===== src/rtl/lau_pkg.sv =====
// lau_pkg: shared types for the arithmetic unit library.
//   speed_e     - implementation choice for the Add adder (ripple vs. native '+').
//   acc_state_e - state encoding of the acc_stream burst FSM.
package lau_pkg;

    typedef enum logic {
        SLOW = 1'b0,
        FAST = 1'b1
    } speed_e;

    typedef enum logic [1:0] {
        IDLE = 2'd0,   // accumulator empty
        ACC  = 2'd1,   // burst in progress
        HOLD = 2'd2    // result valid, waiting to be taken
    } acc_state_e;

endpackage


===== src/rtl/acc_stream_add.sv =====
// Add: combinational unsigned adder, S = A + B modulo 2^width.
// Parameters:
//   width - operand/result width
//   speed - FAST uses the native '+' operator, SLOW a bit-serial ripple chain
// Ports:
//   A, B (in, width) operands
//   S    (out, width) sum, carry-out dropped
module Add
    import lau_pkg::*;
#(
    parameter int unsigned width = 16,
    parameter speed_e      speed = FAST
) (
    input  logic [width-1:0] A,
    input  logic [width-1:0] B,
    output logic [width-1:0] S
);

    generate
        if (speed == FAST) begin : g_fast
            assign S = A + B;
        end else begin : g_slow
            logic [width-1:0] ripple_sum;
            logic             carry;

            // Carry is a block-local running value so no bit of a vector
            // feeds back into another bit of the same vector.
            always_comb begin
                carry      = 1'b0;
                ripple_sum = '0;
                for (int i = 0; i < int'(width); i++) begin
                    ripple_sum[i] = A[i] ^ B[i] ^ carry;
                    carry         = (A[i] & B[i]) | (carry & (A[i] ^ B[i]));
                end
            end

            assign S = ripple_sum;
        end
    endgenerate

endmodule


===== src/rtl/acc_stream.sv =====
// acc_stream: streaming accumulator. Sums a burst of unsigned operands
// received over a valid/ready input into a registered accumulator and
// presents the total, the beat count and a sticky overflow flag over a
// valid/ready output.
//
// Handshake: a transfer happens on a rising edge where valid and ready are
// both high. valid never depends on ready and, once raised, stays high with
// stable data until the transfer. ready_o is the one combinational path
// (ready_i -> ready_o) so a new burst can start in the same cycle the
// previous result is taken.
//
// Build option: define LAU_ACC_SATURATE_EN to clamp the sum to all-ones on
// carry-out instead of wrapping. ovf_o reports carry-out in both builds.
//
// Parameters: width (data width), speed (forwarded to Add), cntWidth (beat
// counter width; bursts longer than 2^cntWidth-1 beats are cut there).
// Ports:
//   clk_i, rst_ni      clock, asynchronous active-low reset
//   valid_i, ready_o   operand handshake
//   A, last_i          operand and end-of-burst marker
//   valid_o, ready_i   result handshake
//   S, cnt_o, ovf_o    sum, beat count, sticky overflow (registered)
//   dbg_state          current FSM state, for observation only
module acc_stream
    import lau_pkg::*;
#(
    parameter int unsigned width    = 16,
    parameter speed_e      speed    = FAST,
    parameter int unsigned cntWidth = 8
) (
    input  logic                clk_i,
    input  logic                rst_ni,
    input  logic                valid_i,
    output logic                ready_o,
    input  logic [width-1:0]    A,
    input  logic                last_i,
    output logic                valid_o,
    input  logic                ready_i,
    output logic [width-1:0]    S,
    output logic [cntWidth-1:0] cnt_o,
    output logic                ovf_o,
    output acc_state_e          dbg_state
);

    localparam logic [cntWidth-1:0] CNT_MAX = '1;
    localparam logic [cntWidth-1:0] CNT_ONE = cntWidth'(1);

    acc_state_e          state;
    logic                beat;
    logic                first_beat;
    logic                is_last;
    logic                carry;
    logic                ovf_next;
    logic [width-1:0]    b;
    logic [width-1:0]    sum;
    logic [width-1:0]    sum_next;
    logic [cntWidth-1:0] cnt_next;

    assign ready_o   = (state != HOLD) | ready_i;
    assign beat      = valid_i & ready_o;
    // Outside ACC any accepted beat opens a new burst (in HOLD it can only be
    // accepted together with the result being taken).
    assign first_beat = (state != ACC);
    assign b          = first_beat ? '0 : S;

    Add #(
        .width(width),
        .speed(speed)
    ) adder (
        .A(A),
        .B(b),
        .S(sum)
    );

    // Carry-out recovered from the MSB of operands and sum.
    assign carry = (A[width-1] & b[width-1]) |
                   ((A[width-1] | b[width-1]) & ~sum[width-1]);

    assign cnt_next = first_beat ? CNT_ONE : cnt_o + CNT_ONE;
    // The beat that would fill the counter closes the burst, so it never wraps.
    assign is_last  = last_i | (cnt_next == CNT_MAX);
    assign ovf_next = first_beat ? carry : (ovf_o | carry);

`ifdef LAU_ACC_SATURATE_EN
    // Once saturated, S is all-ones and any further add carries again
    // (or adds zero), so the clamp holds for the rest of the burst.
    assign sum_next = carry ? '1 : sum;
`else
    assign sum_next = sum;
`endif

    always_ff @(posedge clk_i or negedge rst_ni) begin
        if (!rst_ni) begin
            state   <= IDLE;
            valid_o <= 1'b0;
            S       <= '0;
            cnt_o   <= '0;
            ovf_o   <= 1'b0;
        end else if (beat) begin
            state   <= is_last ? HOLD : ACC;
            valid_o <= is_last;
            S       <= sum_next;
            cnt_o   <= cnt_next;
            ovf_o   <= ovf_next;
        end else if (state == HOLD && ready_i) begin
            state   <= IDLE;
            valid_o <= 1'b0;
        end
    end

    assign dbg_state = state;

endmodule


===== config.mk =====
export PLATFORM = sky130hd
export DESIGN_NAME = acc_stream
export DESIGN_NICKNAME = d
export VERILOG_FILES = /design/src/rtl/lau_pkg.sv /design/src/rtl/acc_stream_add.sv /design/src/rtl/acc_stream.sv
export SDC_FILE = /design/constraint.sdc
export NUM_CORES = 1
export LEC_CHECK = 0
export BUFFER_PORTS_ARGS = -buffer_cell sky130_fd_sc_hd__buf_4
export CAP_MARGIN = 5
export CORE_ASPECT_RATIO = 1.1
export CORE_UTILIZATION = 30
export CTS_CLUSTER_DIAMETER = 120
export DETAILED_ROUTE_END_ITERATION = 10
export PLACE_DENSITY = 0.62
export RECOVER_POWER = 25
export SLEW_MARGIN = 20
export SYNTH_ARGS = -nofsm -noshare
export SYNTH_HDL_FRONTEND = slang
export SYNTH_HIERARCHICAL = 1
export SYNTH_SLANG_ARGS = --single-unit

===== constraint.sdc =====
create_clock -name clk_i -period 3.1 [get_ports clk_i]
set_input_delay 0 -clock clk_i [delete_from_list [all_inputs] [get_ports clk_i]]
set_output_delay 0 -clock clk_i [all_outputs]
set_load 0.02 [all_outputs]

After elaboration in Yosys (flattened, before gate mapping)
Cells that the tools add are included.
Operators by class
  $add $sub $neg: 2
  equality and inequality tests: 4
  shift operators: 0
  div/mod/pow operators: 0
  order comparisons: 0
  $mul: 0
  reduce and logical (&&, ||, !) cells: 2
  mux-type cells: 8
  bitwise logic cells: 9
Operators by type and width (count)
  $add 16x16->16: 1
  $mux 16: 1
  $add 8x1->8 const B: 1
  $eq 8x8->1 const B: 1
  $mux 8: 1
  $mux 2: 3
  $or 1x1->1: 5
  $and 1x1->1: 3
  $mux 1: 3
  $eq 2x2->1 const B: 1
  $ne 2x1->1 const B: 1
  $ne 2x2->1 const B: 1
  $reduce_bool 2->1: 1
  $logic_and 1x1->1: 1
  $not 1->1: 1
Word-level totals
  bits in registers: 28
  logic and storage cells: 30
  RAM bits: 0
  ROM bits: 0
  output and inout bits: 29
  bits of input ports: 21
  memories: 0
  latch bits: 0

Longest topological paths before layout
Gate-level depths: netlist of run 1.
  depth in word-level cells: 8
  gate-level depth with buffers: 14
  mapped depth without buffers: 12

By module
The synthesis of run 1 kept the hierarchy.
Modules (own cells, without submodules)
  acc_stream: instances 1, sequential area each 675.6 um^2, area each 1381.3 um^2, cells an instance 125
  Add: instances 1, sequential area each 0.0 um^2, area each 853.3 um^2, cells an instance 107

Worst setup path before layout of run 1
No wires, ideal clock.
  kind: reg-to-reg
  start point: register state[0], in the netlist dbg_state[0]
  end point: register S[12]
  library setup time: 125 ps
  period minus slack after synthesis: 3048 ps
  setup slack: 52 ps
  stages on the path, launching flop included: 12
  data required time: 2975 ps
  path buffers: 1
  arrival: 2923 ps
  cell sequence: dfrtp_1 -> and2b_2 -> clkbuf_1 -> and2_1 -> ha_1 -> fa_1 -> a21oi_4 -> o221ai_4 -> a311o_1 -> nand4_1 -> o311ai_1 -> mux2_2
Between the ends
  word-level cells in the longest chain between the ends: 3
  elaborated cells between the ends (all ways): 6
  classes of those cells: add/sub: 1; eq/ne: 2; mux: 1; bitwise: 2
Ends and longest elaborated chain
  from (decl): RTL line acc_stream.sv:48  | acc_state_e state;
  from (signal assigned): RTL line acc_stream.sv:100  | state <= is_last ? HOLD : ACC;
  $ne 2x1->1: RTL line acc_stream.sv:63  | assign first_beat = (state != ACC);
  $mux 16: RTL line acc_stream.sv:64  | assign b = first_beat ? '0 : S;
  via b[0]: RTL line acc_stream.sv:54  | logic [width-1:0] b;
  $add 16x16->16: RTL line acc_stream_add.sv:21  | assign S = A + B;
  via sum[12]: RTL line acc_stream.sv:55  | logic [width-1:0] sum;
  to (signal assigned): RTL line acc_stream.sv:102  | S <= sum_next;
  to (decl): RTL line acc_stream.sv:39  | output logic [width-1:0] S,
The timed path passes the listed nets, and every way through them passes these cells.
A chain may end at the register's enable or synchronous reset.

Worst setup path after layout of run 1
  start point: register state[0], in the netlist dbg_state[0]
  end point: register ovf_o
Between the ends
  word-level cells in the longest chain between the ends: 8
  elaborated cells between the ends (all ways): 13
  classes of those cells: add/sub: 1; eq/ne: 2; mux: 2; bitwise: 8
Ends and longest elaborated chain
  $ne 2x1->1 (*): RTL line acc_stream.sv:63
  $mux 16 (*): RTL line acc_stream.sv:64
  via b[10]: RTL line acc_stream.sv:54
  $add 16x16->16 (*): RTL line acc_stream_add.sv:21
  via sum[15]: RTL line acc_stream.sv:55
  $not 1->1 (*): RTL line acc_stream.sv:77  | ((A[width-1] | b[width-1]) & ~sum[width-1]);
  $and 1x1->1 (*): RTL line acc_stream.sv:77
  $or 1x1->1 (*): RTL line acc_stream.sv:76  | assign carry = (A[width-1] & b[width-1]) |
  $or 1x1->1: RTL line acc_stream.sv:82  | assign ovf_next = first_beat ? carry : (ovf_o | carry);
  $mux 1 (*): RTL line acc_stream.sv:82
  to (signal assigned): RTL line acc_stream.sv:104  | ovf_o <= ovf_next;
  to (decl): RTL line acc_stream.sv:41  | output logic ovf_o,
The timed path passes the listed nets; every way through them passes the cells marked *.

==> impl_metrics.toml, run 1 <==
[floorplan]
core_mm2 = 0.007127
io_pins = 50
start_util_pct = 31.36
fp.dieH_um = 92.52
fp.dieW_um = 84.29
row_count = 32
die_area_mm2 = 0.007799

[pwr]
swShare_pct = 41.35
seq_power_share_pct = 33.0
comb_power_share_pct = 54.0
clock_power_share_pct = 12.9
p_sw_uw = 695.6
p_int_uw = 986.4
p_per_area_mw_per_mm2 = 599.3
irDropWorstVdd_mv = 0.2614
leakage_nw = 1.256
total_power_mw = 1.682

[sta]
finalSetupViolCount = 0
timing.final.crit_share_pct = 93.21
final_max_slew_viol_count = 28
tns_ns = 0
hold_viol = 0
tightest_slew_ns = 1.563
period_needed_ns = 2.890
slew_headroom_pct = -4.219
skew_ns = 0.004497
rsz0062_at_grt = "no"
fmax_ghz = 0.3461

[global_routing]
grt_pass1_wl_um = 8880
grt_pass1_vias = 1916
grt_max_degree = 28
overflow = 0
track_usage_pct = 14.03
grt_antenna_before_repair = 0

[place]
portBuffers = 49
dp_hpwl_um = 3974
gp_congestion = 0.8032

[synth]
synth_edf_count = 0
synthCells = 232
yosysTopAreaCell = "dfrtp_1"
yosys-top-cells-area = "dfrtp_1 (30%), ha_1 (9.0%), mux2_2 (7.6%), and2_1 (4.5%), nand2_1 (3.5%)"
ys_warn_count = 6
synth_flop_cell = "dfrtp_1"
synth-seq-cells = 27
synth_cell_types = 58
async_flop_share_pct = 100.0
ys_top_cells_by_count = "dfrtp_1 (27), nand2_1 (21), and2_1 (16), ha_1 (16), mux2_2 (15)"
syn_area_mm2 = 0.002235
netlist.area_leader.share_pct = 30.24
synth.most_common_cell = "dfrtp_1"
synth_area_per_cell_um2 = 9.632
syn_nets = 270
synth_seq_area_share_pct = 30.24

[run_status]
outcome = "finished, violations left"
violations = "DRC, capacitance limit, slew limit"

[final_layout]
layout-drive-gt1-share_pct = 32.87
areaGrowthSynthToFinish_pct = 25.59
nNetsFinal = 325
diodes = 0

[drt]
via_per_inst = 5.218
vias = 1936
dr.pass1.iters = 7
routed_wirelength_um = 5284
drt_drc_violations_left = 6
ant_nets = 0
avgRoutedWirePerCell_um = 14.24
drtIter0Drc = 61

[critical_path]
path_cells = "and2b_4 -> buf_4 -> and2_1 -> ha_1 -> nand2_1 -> o21a_1 -> o311ai_1 -> a221oi_2 -> xnor2_1 -> inv_1 -> o21ai_0 -> o21bai_1 -> a221o_1"
cp-end-kind = "flip-flop"
critPathMaxFanout = 8
r2r-start = "dbg_state[0]"
worstSetupPathType = "flip-flop to flip-flop"
ff2ff_setup_slack_ns = 0.21
cp-startpoint = "dbg_state[0]"
crit_arrival_ns = 3.06
reg2reg_depth = 13
r2r_end = "ovf_o"
slowest_stage = "ha_1"
startpoint_type = "flip-flop"
cpPeakStageDelay_ns = 0.41
worstPathRequired_ns = 3.28

[clock_network]
cts_buffers = 3
cts_tree = "yes"
clock-root-buffer = "clkbuf_8"
cts.sinks = 27
clk_latency_ns = 0.28
cts_htree_levels = 1
path_clk_slew_ns = 0.11
max-clock-path-buffers = 2

[flow_run]
cap_violations = 1

[hold_path]
whs_path_depth = 3
min_path_type = "primary input to flip-flop"
holdCritStartpoint = "A[0]"
min_to = "S[0]"
[what timing repair did]
| action | 4_1_cts | 5_1_grt |
|---|---|---|
| buffers inserted | 0 | 3 |
| hold buffers | 2 | 0 |
| gates resized for setup | 0 | 6 |
| endpoints found under the hold margin | 29 | 0 |
| endpoints found under the setup margin | 0 | 1 |
[cells by family (layout without fill, tap and decap cells)]
| logic type | count (synthesis) | after routing | share of synthesized area (%) |
|---|---|---|---|
| buf+inv | 19 | 73 | 4.423 |
| compound gates | 55 | 55 | 19.77 |
| mux | 16 | 16 | 8.007 |
| flops | 27 | 27 | 30.24 |
| fa+ha+maj | 17 | 17 | 9.854 |
| xor+xnor | 13 | 13 | 5.095 |
| simple gates | 85 | 85 | 22.62 |
[critical path: cells and delay by family, from the launching register on]
| kind | cells | cell delay, ns |
|---|---|---|
| AO/OA/AOI/OAI | 6 | 1.15 |
| XOR/XNOR | 1 | 0.19 |
| flip-flops | 1 | 0.40 |
| adder cells (fa/ha/maj) | 1 | 0.41 |
| AND/OR/NAND/NOR | 3 | 0.44 |
| buffers and inverters | 2 | 0.22 |
[metrics by stage]
step           instance area, um^2  hold WS [ns]  cells  setup WS, ns  utilization, %
3_3_place_gp                  2696      -0.04905    362        0.2167           37.83
5_1_grt                       2806       0.07211    371      0.008743           39.38
3_5_place_dp                  2696      -0.04272    362        0.1192           37.83
4_1_cts                       2765       0.06578    368        0.1113           38.80
6_report                      2806       0.06829    371        0.2104           39.38
2_1_floorplan                 2235       -0.2956    232       0.05186               -
[cell type report]
type | count | area (um^2)
Clock buffer | 3 | 41.29
Clock inverter | 1 | 7.507
Fill cell | 734 | 4320
Inverter | 7 | 26.28
Multi-Input combinational cell | 186 | 1483
Sequential cell | 27 | 675.6
Tap cell | 85 | 106.4
Timing Repair Buffer | 62 | 466.7
[state kept, by name, summed over array words and instances, names as in the netlist]
register,cells
S,16
cnt_o,8
dbg_state,1
ovf_o,1
valid_o,1
[worst max path at each step]
| stage | to | slack (ns) |
|---|---|---|
| 2_1_floorplan | S[12] | 0.05 |
| 3_3_place_gp | S[12] | 0.22 |
| 3_5_place_dp | ovf_o | 0.12 |
| 4_1_cts | ovf_o | 0.11 |
| 5_1_grt | ovf_o | 0.009 |
| 6_report | ovf_o | 0.21 |
[power by group through the flow]
stage	Clock, mW	Sequential [mW]	Combinational, mW
2_1_floorplan	0	0.678	0.466
3_3_place_gp	0	0.566	0.887
3_5_place_dp	0	0.565	0.899
4_1_cts	0.229	0.558	0.904
5_1_grt	0.244	0.578	0.997
6_report	0.217	0.556	0.909
[layout by cell type, fill, tap and decap left out, drive strengths merged, types with 3 or more instances in the layout]
cell     n
and2    17
xnor2    5
nand2   21
clkbuf   4
o21a     5
nand2b   5
nand3    7
buf     59
inv      7
a21oi    9
nor3     6
ha      16
mux2    15
xor2     8
o311ai   3
nand4    3
nor2     6
o21ai   16
dfrtp   27
[per-layer routing]
| metal | global-route usage [%] | vias to the layer above | wire, um |
|---|---|---|---|
| met1 | 17.55 | 940 | 2451 |
| met4 | 3.161 | 0 | 16 |
| li1 | - | 963 | - |
| met2 | 25.55 | 31 | 2654 |
| met5 | 0 | - | 0 |
| met3 | 1.872 | 2 | 162 |
Note: power is estimated with default switching activity, not from simulation.
==> run 2, diff against run 1 <==
--- a/config.mk
+++ b/config.mk
@@ -7,14 +7,17 @@
 export LEC_CHECK = 0
 export BUFFER_PORTS_ARGS = -buffer_cell sky130_fd_sc_hd__buf_4
 export CAP_MARGIN = 5
+export CELL_PAD_IN_SITES_DETAIL_PLACEMENT = 0
+export CELL_PAD_IN_SITES_GLOBAL_PLACEMENT = 1
 export CORE_ASPECT_RATIO = 1.1
 export CORE_UTILIZATION = 30
 export CTS_CLUSTER_DIAMETER = 120
 export DETAILED_ROUTE_END_ITERATION = 10
-export PLACE_DENSITY = 0.62
+export PLACE_DENSITY = 0.75
 export RECOVER_POWER = 25
 export SLEW_MARGIN = 20
 export SYNTH_ARGS = -nofsm -noshare
 export SYNTH_HDL_FRONTEND = slang
 export SYNTH_HIERARCHICAL = 1
 export SYNTH_SLANG_ARGS = --single-unit
+export TNS_END_PERCENT = 20
==> impl_metrics.toml, run 2 (synthesis gave the netlist of run 1 again) <==
[floorplan]
fp.dieW_um = 84.29
core_mm2 = 0.007127
fp.dieH_um = 92.52
die_area_mm2 = 0.007799
row_count = 32
io_pins = 50
start_util_pct = 31.36

[final_layout]
diodes = 0
mostFrequentLayoutCells = "buf_4 (60), dfrtp_1 (27), nand2_1 (21)"
layout-drive-gt1-share_pct = 31.71
final_area_mm2 = 0.002798
areaGrowthSynthToFinish_pct = 25.20
fin_util_pct = 39.26
nNetsFinal = 326
top_register = "S"
reg_top3 = "S (16), cnt_o (8)"
largest_reg_flops = 16
nFillCells = 719
fin_cells = 372
final_common_cell = "buf_4"

[critical_path]
cp-startpoint = "dbg_state[0]"
cp_top_family = "simple AND/OR/NAND/NOR gates"
path_cells = "and2b_2 -> buf_4 -> and2_1 -> ha_1 -> inv_1 -> nor4_1 -> a221oi_2 -> xnor2_1 -> inv_1 -> o21ai_0 -> o21bai_1 -> a221o_1"
worstSetupPathType = "flip-flop to flip-flop"
worstPathRequired_ns = 3.27
cp-end-kind = "flip-flop"
r2r-start = "dbg_state[0]"
startpoint_type = "flip-flop"
critPathMaxFanout = 13
crit_arrival_ns = 3.08
slowest_stage = "nor4_1"
cpPeakStageDelay_ns = 0.40
critPathBufInv = 3
cp_common_cell = "inv_1"

[place]
pre_cts_slack_ns = 0.1791
dp_hpwl_um = 4063
gp_congestion = 0.8208
portBuffers = 49
place_area_mm2 = 0.002719
place_inst = 365

[sta]
final_max_slew_viol_count = 28
worst_slack_ns = 0.1914
slew_headroom_pct = -5.240
skew_ns = 0.002634
period_needed_ns = 2.909
tightest_slew_ns = 1.579
finalSetupViolCount = 0
hold_viol = 0
timing.final.crit_share_pct = 93.82
fmax_ghz = 0.3438

[pwr]
total_power_mw = 1.688
leakage_nw = 1.262
p_per_area_mw_per_mm2 = 603.3
irDropWorstVdd_mv = 0.3235

[hold_path]
holdCritStartpoint = "valid_i"
min_path_type = "primary input to flip-flop"

[clock_network]
cts.sinks = 27
cts_htree_levels = 1
cts_buffers = 3
clk_latency_ns = 0.28
max-clock-path-buffers = 2
clock-root-buffer = "clkbuf_8"
path_clk_slew_ns = 0.10
cts_tree = "yes"

[global_routing]
overflow = 0
track_usage_pct = 13.92
grt_pass1_vias = 1882
grt_pass1_wl_um = 8714
grt_antenna_before_repair = 0
grt_max_degree = 28

[flow_run]
cap_violations = 1

[drt]
ant_nets = 0
dr.pass1.iters = 7
avgRoutedWirePerCell_um = 14.29
via_per_inst = 5.159
drt_drc_violations_left = 2
drtIter0Drc = 68
vias = 1919
routed_wirelength_um = 5316

[run_status]
outcome = "finished, violations left"
violations = "DRC, capacitance limit, slew limit"
run 2: changes by cell type in the layout (fill, tap and decap cells not counted), sizes merged:
cell and change:
buf +1
run 2: what timing repair did:
action / in CTS / in global routing
endpoints found under the hold margin: 29 / 0
buffers inserted: 0 / 1
hold buffers: 2 / 0
resized for setup: 0 / 1
setup endpoints to repair: 0 / 1
run 2: worst paths after layout:
path                            endpoint  slack [ns]  cells after the start
worst max register to register     ovf_o        0.19                     12
worst min-delay path             valid_o        0.07                      3
min in group asynchronous       cnt_o[7]        0.64                      2
max in group asynchronous           S[5]        1.55                      2
worst max-delay path               ovf_o        0.19                     12
worst min register to register      S[3]        0.54                      1
run 2: area by class of cell:
cell class | count | area [um^2] | area share (%)
Tap cell | 85 | 106.4 | 3.801
Inverter | 7 | 26.28 | 0.9392
Clock buffer | 3 | 41.29 | 1.476
Timing Repair Buffer | 63 | 474.2 | 16.95
Clock inverter | 1 | 7.507 | 0.2683
Multi-Input combinational cell | 186 | 1466 | 52.42
Sequential cell | 27 | 675.6 | 24.15
run 2: where the power goes:
| group | internal (mW) | switching [mW] | leakage (nW) |
|---|---|---|---|
| sequential | 0.460 | 0.105 | 0.330 |
| clock | 0.0915 | 0.124 | 0.0217 |
| combinational | 0.435 | 0.472 | 0.910 |
| total | 0.986 | 0.701 | 1.26 |
run 2: layer usage:
| metal | up-vias | GRT usage, % | share of wire (%) |
|---|---|---|---|
| met2 | 27 | 24.73 | 49 |
| li1 | 968 | - | - |
| met3 | 5 | 1.693 | 2.6 |
| met1 | 919 | 17.80 | 47 |
| met4 | 0 | 3.736 | 1.0 |
| met5 | - | 0 | 0 |
run 2: metrics by stage:
stage / hold WS [ns] / setup TNS, ns
6_report: 0.06785 / 0
5_1_grt: 0.08768 / -0.02829
4_1_cts: 0.06671 / 0
3_5_place_dp: -0.04766 / 0
3_3_place_gp: -0.05167 / 0
2_1_floorplan: -0.2956 / 0
run 2: tightest hold or removal path: stages:
cell	delay (ns)
buf_4	0.14
a22oi_1	0.10
nand2b_1	0.07
==> run 3, diff against run 2 <==
--- a/config.mk
+++ b/config.mk
@@ -9,7 +9,6 @@
 export CAP_MARGIN = 5
 export CELL_PAD_IN_SITES_DETAIL_PLACEMENT = 0
 export CELL_PAD_IN_SITES_GLOBAL_PLACEMENT = 1
-export CORE_ASPECT_RATIO = 1.1
 export CORE_UTILIZATION = 30
 export CTS_CLUSTER_DIAMETER = 120
 export DETAILED_ROUTE_END_ITERATION = 10
==> impl_metrics.toml, run 3 (synthesis gave the netlist of run 1 again) <==
[run_status]
outcome = "finished, violations left"
violations = "capacitance limit, slew limit"

[pwr]
swShare_pct = 41.63
comb_power_share_pct = 54.1
p_sw_uw = 703.5
leakage_nw = 1.256
p_per_area_mw_per_mm2 = 601.7
irDropWorstVdd_mv = 0.2682
p_int_uw = 986.5
clock_power_share_pct = 13.2
seq_power_share_pct = 32.8

[sta]
hold_viol = 0
finalSetupViolCount = 0
timing.final.crit_share_pct = 93.77
tightest_slew_ns = 1.556
slew_headroom_pct = -3.720
final_max_slew_viol_count = 28
worst_slack_ns = 0.1931
skew_ns = 0.007434
tns_ns = 0
worst_hold_slack_ns = 0.05351
fmax_ghz = 0.3440
rsz0062_at_grt = "no"
period_needed_ns = 2.907

[place]
dp_hpwl_um = 4036
portBuffers = 49
gp_congestion = 0.8075
place_area_mm2 = 0.002736
place_inst = 379
pre_cts_slack_ns = 0.1164

[final_layout]
mostFrequentLayoutCells = "buf_4 (59), dfrtp_1 (27), nand2_1 (21)"
diodes = 0
top_register = "S"
areaGrowthSynthToFinish_pct = 25.70
largest_reg_flops = 16
nNetsFinal = 325
fin_cells = 385
final_area_mm2 = 0.002809
reg_top3 = "S (16), cnt_o (8)"
final_common_cell = "buf_4"
layout-drive-gt1-share_pct = 31.47

[drt]
drtIter0Drc = 115
avgRoutedWirePerCell_um = 14.10
ant_nets = 0
dr.pass1.iters = 4
routed_wirelength_um = 5427
drt_drc_violations_left = 0
via_per_inst = 4.919
vias = 1894

[critical_path]
path_cells = "and2b_4 -> and2_1 -> ha_1 -> nand2_1 -> o21a_1 -> o311ai_1 -> a221oi_2 -> xnor2_1 -> inv_1 -> o21ai_0 -> o21bai_1 -> a221o_1"
critPathBufInv = 1
cpPeakStageDelay_ns = 0.42
worstSetupPathType = "flip-flop to flip-flop"
startpoint_type = "flip-flop"
cp_top_family = "compound AO/OA/AOI/OAI gates"
critPathMaxFanout = 14
cp-end-kind = "flip-flop"
worstPathRequired_ns = 3.28
crit_arrival_ns = 3.09
slowest_stage = "ha_1"

[global_routing]
track_usage_pct = 14.19
grt_pass1_vias = 1784
grt_max_degree = 28
grt_antenna_before_repair = 0
grt_pass1_wl_um = 8714
overflow = 0

[flow_run]
cap_violations = 1

[clock_network]
postCtsSetupBuffers = 0
max-clock-path-buffers = 2
cts_tree = "yes"
clock-root-buffer = "clkbuf_8"
cts.sinks = 27
cts_buffers = 3
path_clk_slew_ns = 0.11
clk_latency_ns = 0.28
cts_htree_levels = 1

[floorplan]
fp.dieH_um = 88.31
core_mm2 = 0.007214
row_count = 31
start_util_pct = 30.97
fp.dieW_um = 88.31
die_area_mm2 = 0.007798
io_pins = 50

[hold_path]
min_path_type = "primary input to flip-flop"
[run 3: cell types whose count changed in the layout (fill, tap and decap cells not counted), sizes merged]
cell  before  now
buf       60   59
[run 3: layout make-up]
cell class,instances,area [um^2]
clock buffers,3,41.29
fillers,765,4405
flip-flops and latches,27,675.6
repair buffers,62,466.7
inverters,7,26.28
well taps,99,123.9
clock inverters,1,7.507
multi-input cells,186,1468
[run 3: worst paths after layout]
| kind | startpoint | to | slack (ns) | depth (start not counted) |
|---|---|---|---|---|
| max reg2reg | dbg_state[0] | ovf_o | 0.19 | 12 |
| min in group asynchronous | rst_ni | cnt_o[7] | 0.62 | 2 |
| min | A[0] | S[0] | 0.05 | 3 |
| max | dbg_state[0] | ovf_o | 0.19 | 12 |
| min reg2reg | S[3] | S[3] | 0.54 | 1 |
| max in group asynchronous | rst_ni | S[7] | 1.57 | 2 |
[run 3: worst min-delay path, stage by stage]
cell and delay [ns]:
buf_4 0.08, ha_1 0.11, mux2_2 0.13
[run 3: layer usage]
layer	wire (um)	vias to the layer above	global-route usage (%)
met3	193	2	2.519
li1	-	961	-
met5	0	-	0
met4	35	0	3.079
met2	2548	28	22.73
met1	2649	903	19.98
[run 3: metrics by stage]
stage                     utilization, %  total power, mW
after global placement             37.93            1.466
after global routing               38.94            1.814
after floorplan                        -            1.144
after CTS                          38.88            1.700
after detailed placement           37.93            1.471
final                              38.94            1.690
[run 3: power groups by stage]
stage	logic, mW	clock network, mW	registers (mW)
CTS	0.917	0.228	0.556
global route	0.994	0.247	0.574
detailed placement	0.910	0	0.562
floorplan	0.466	0	0.678
finish	0.914	0.223	0.554
global placement	0.901	0	0.565
[run 3: what timing repair did]
action | CTS | global route
endpoints found under the hold margin | 29 | 0
gates resized for setup | 0 | 2
hold buffers | 2 | 0
setup endpoints to repair | 0 | 1
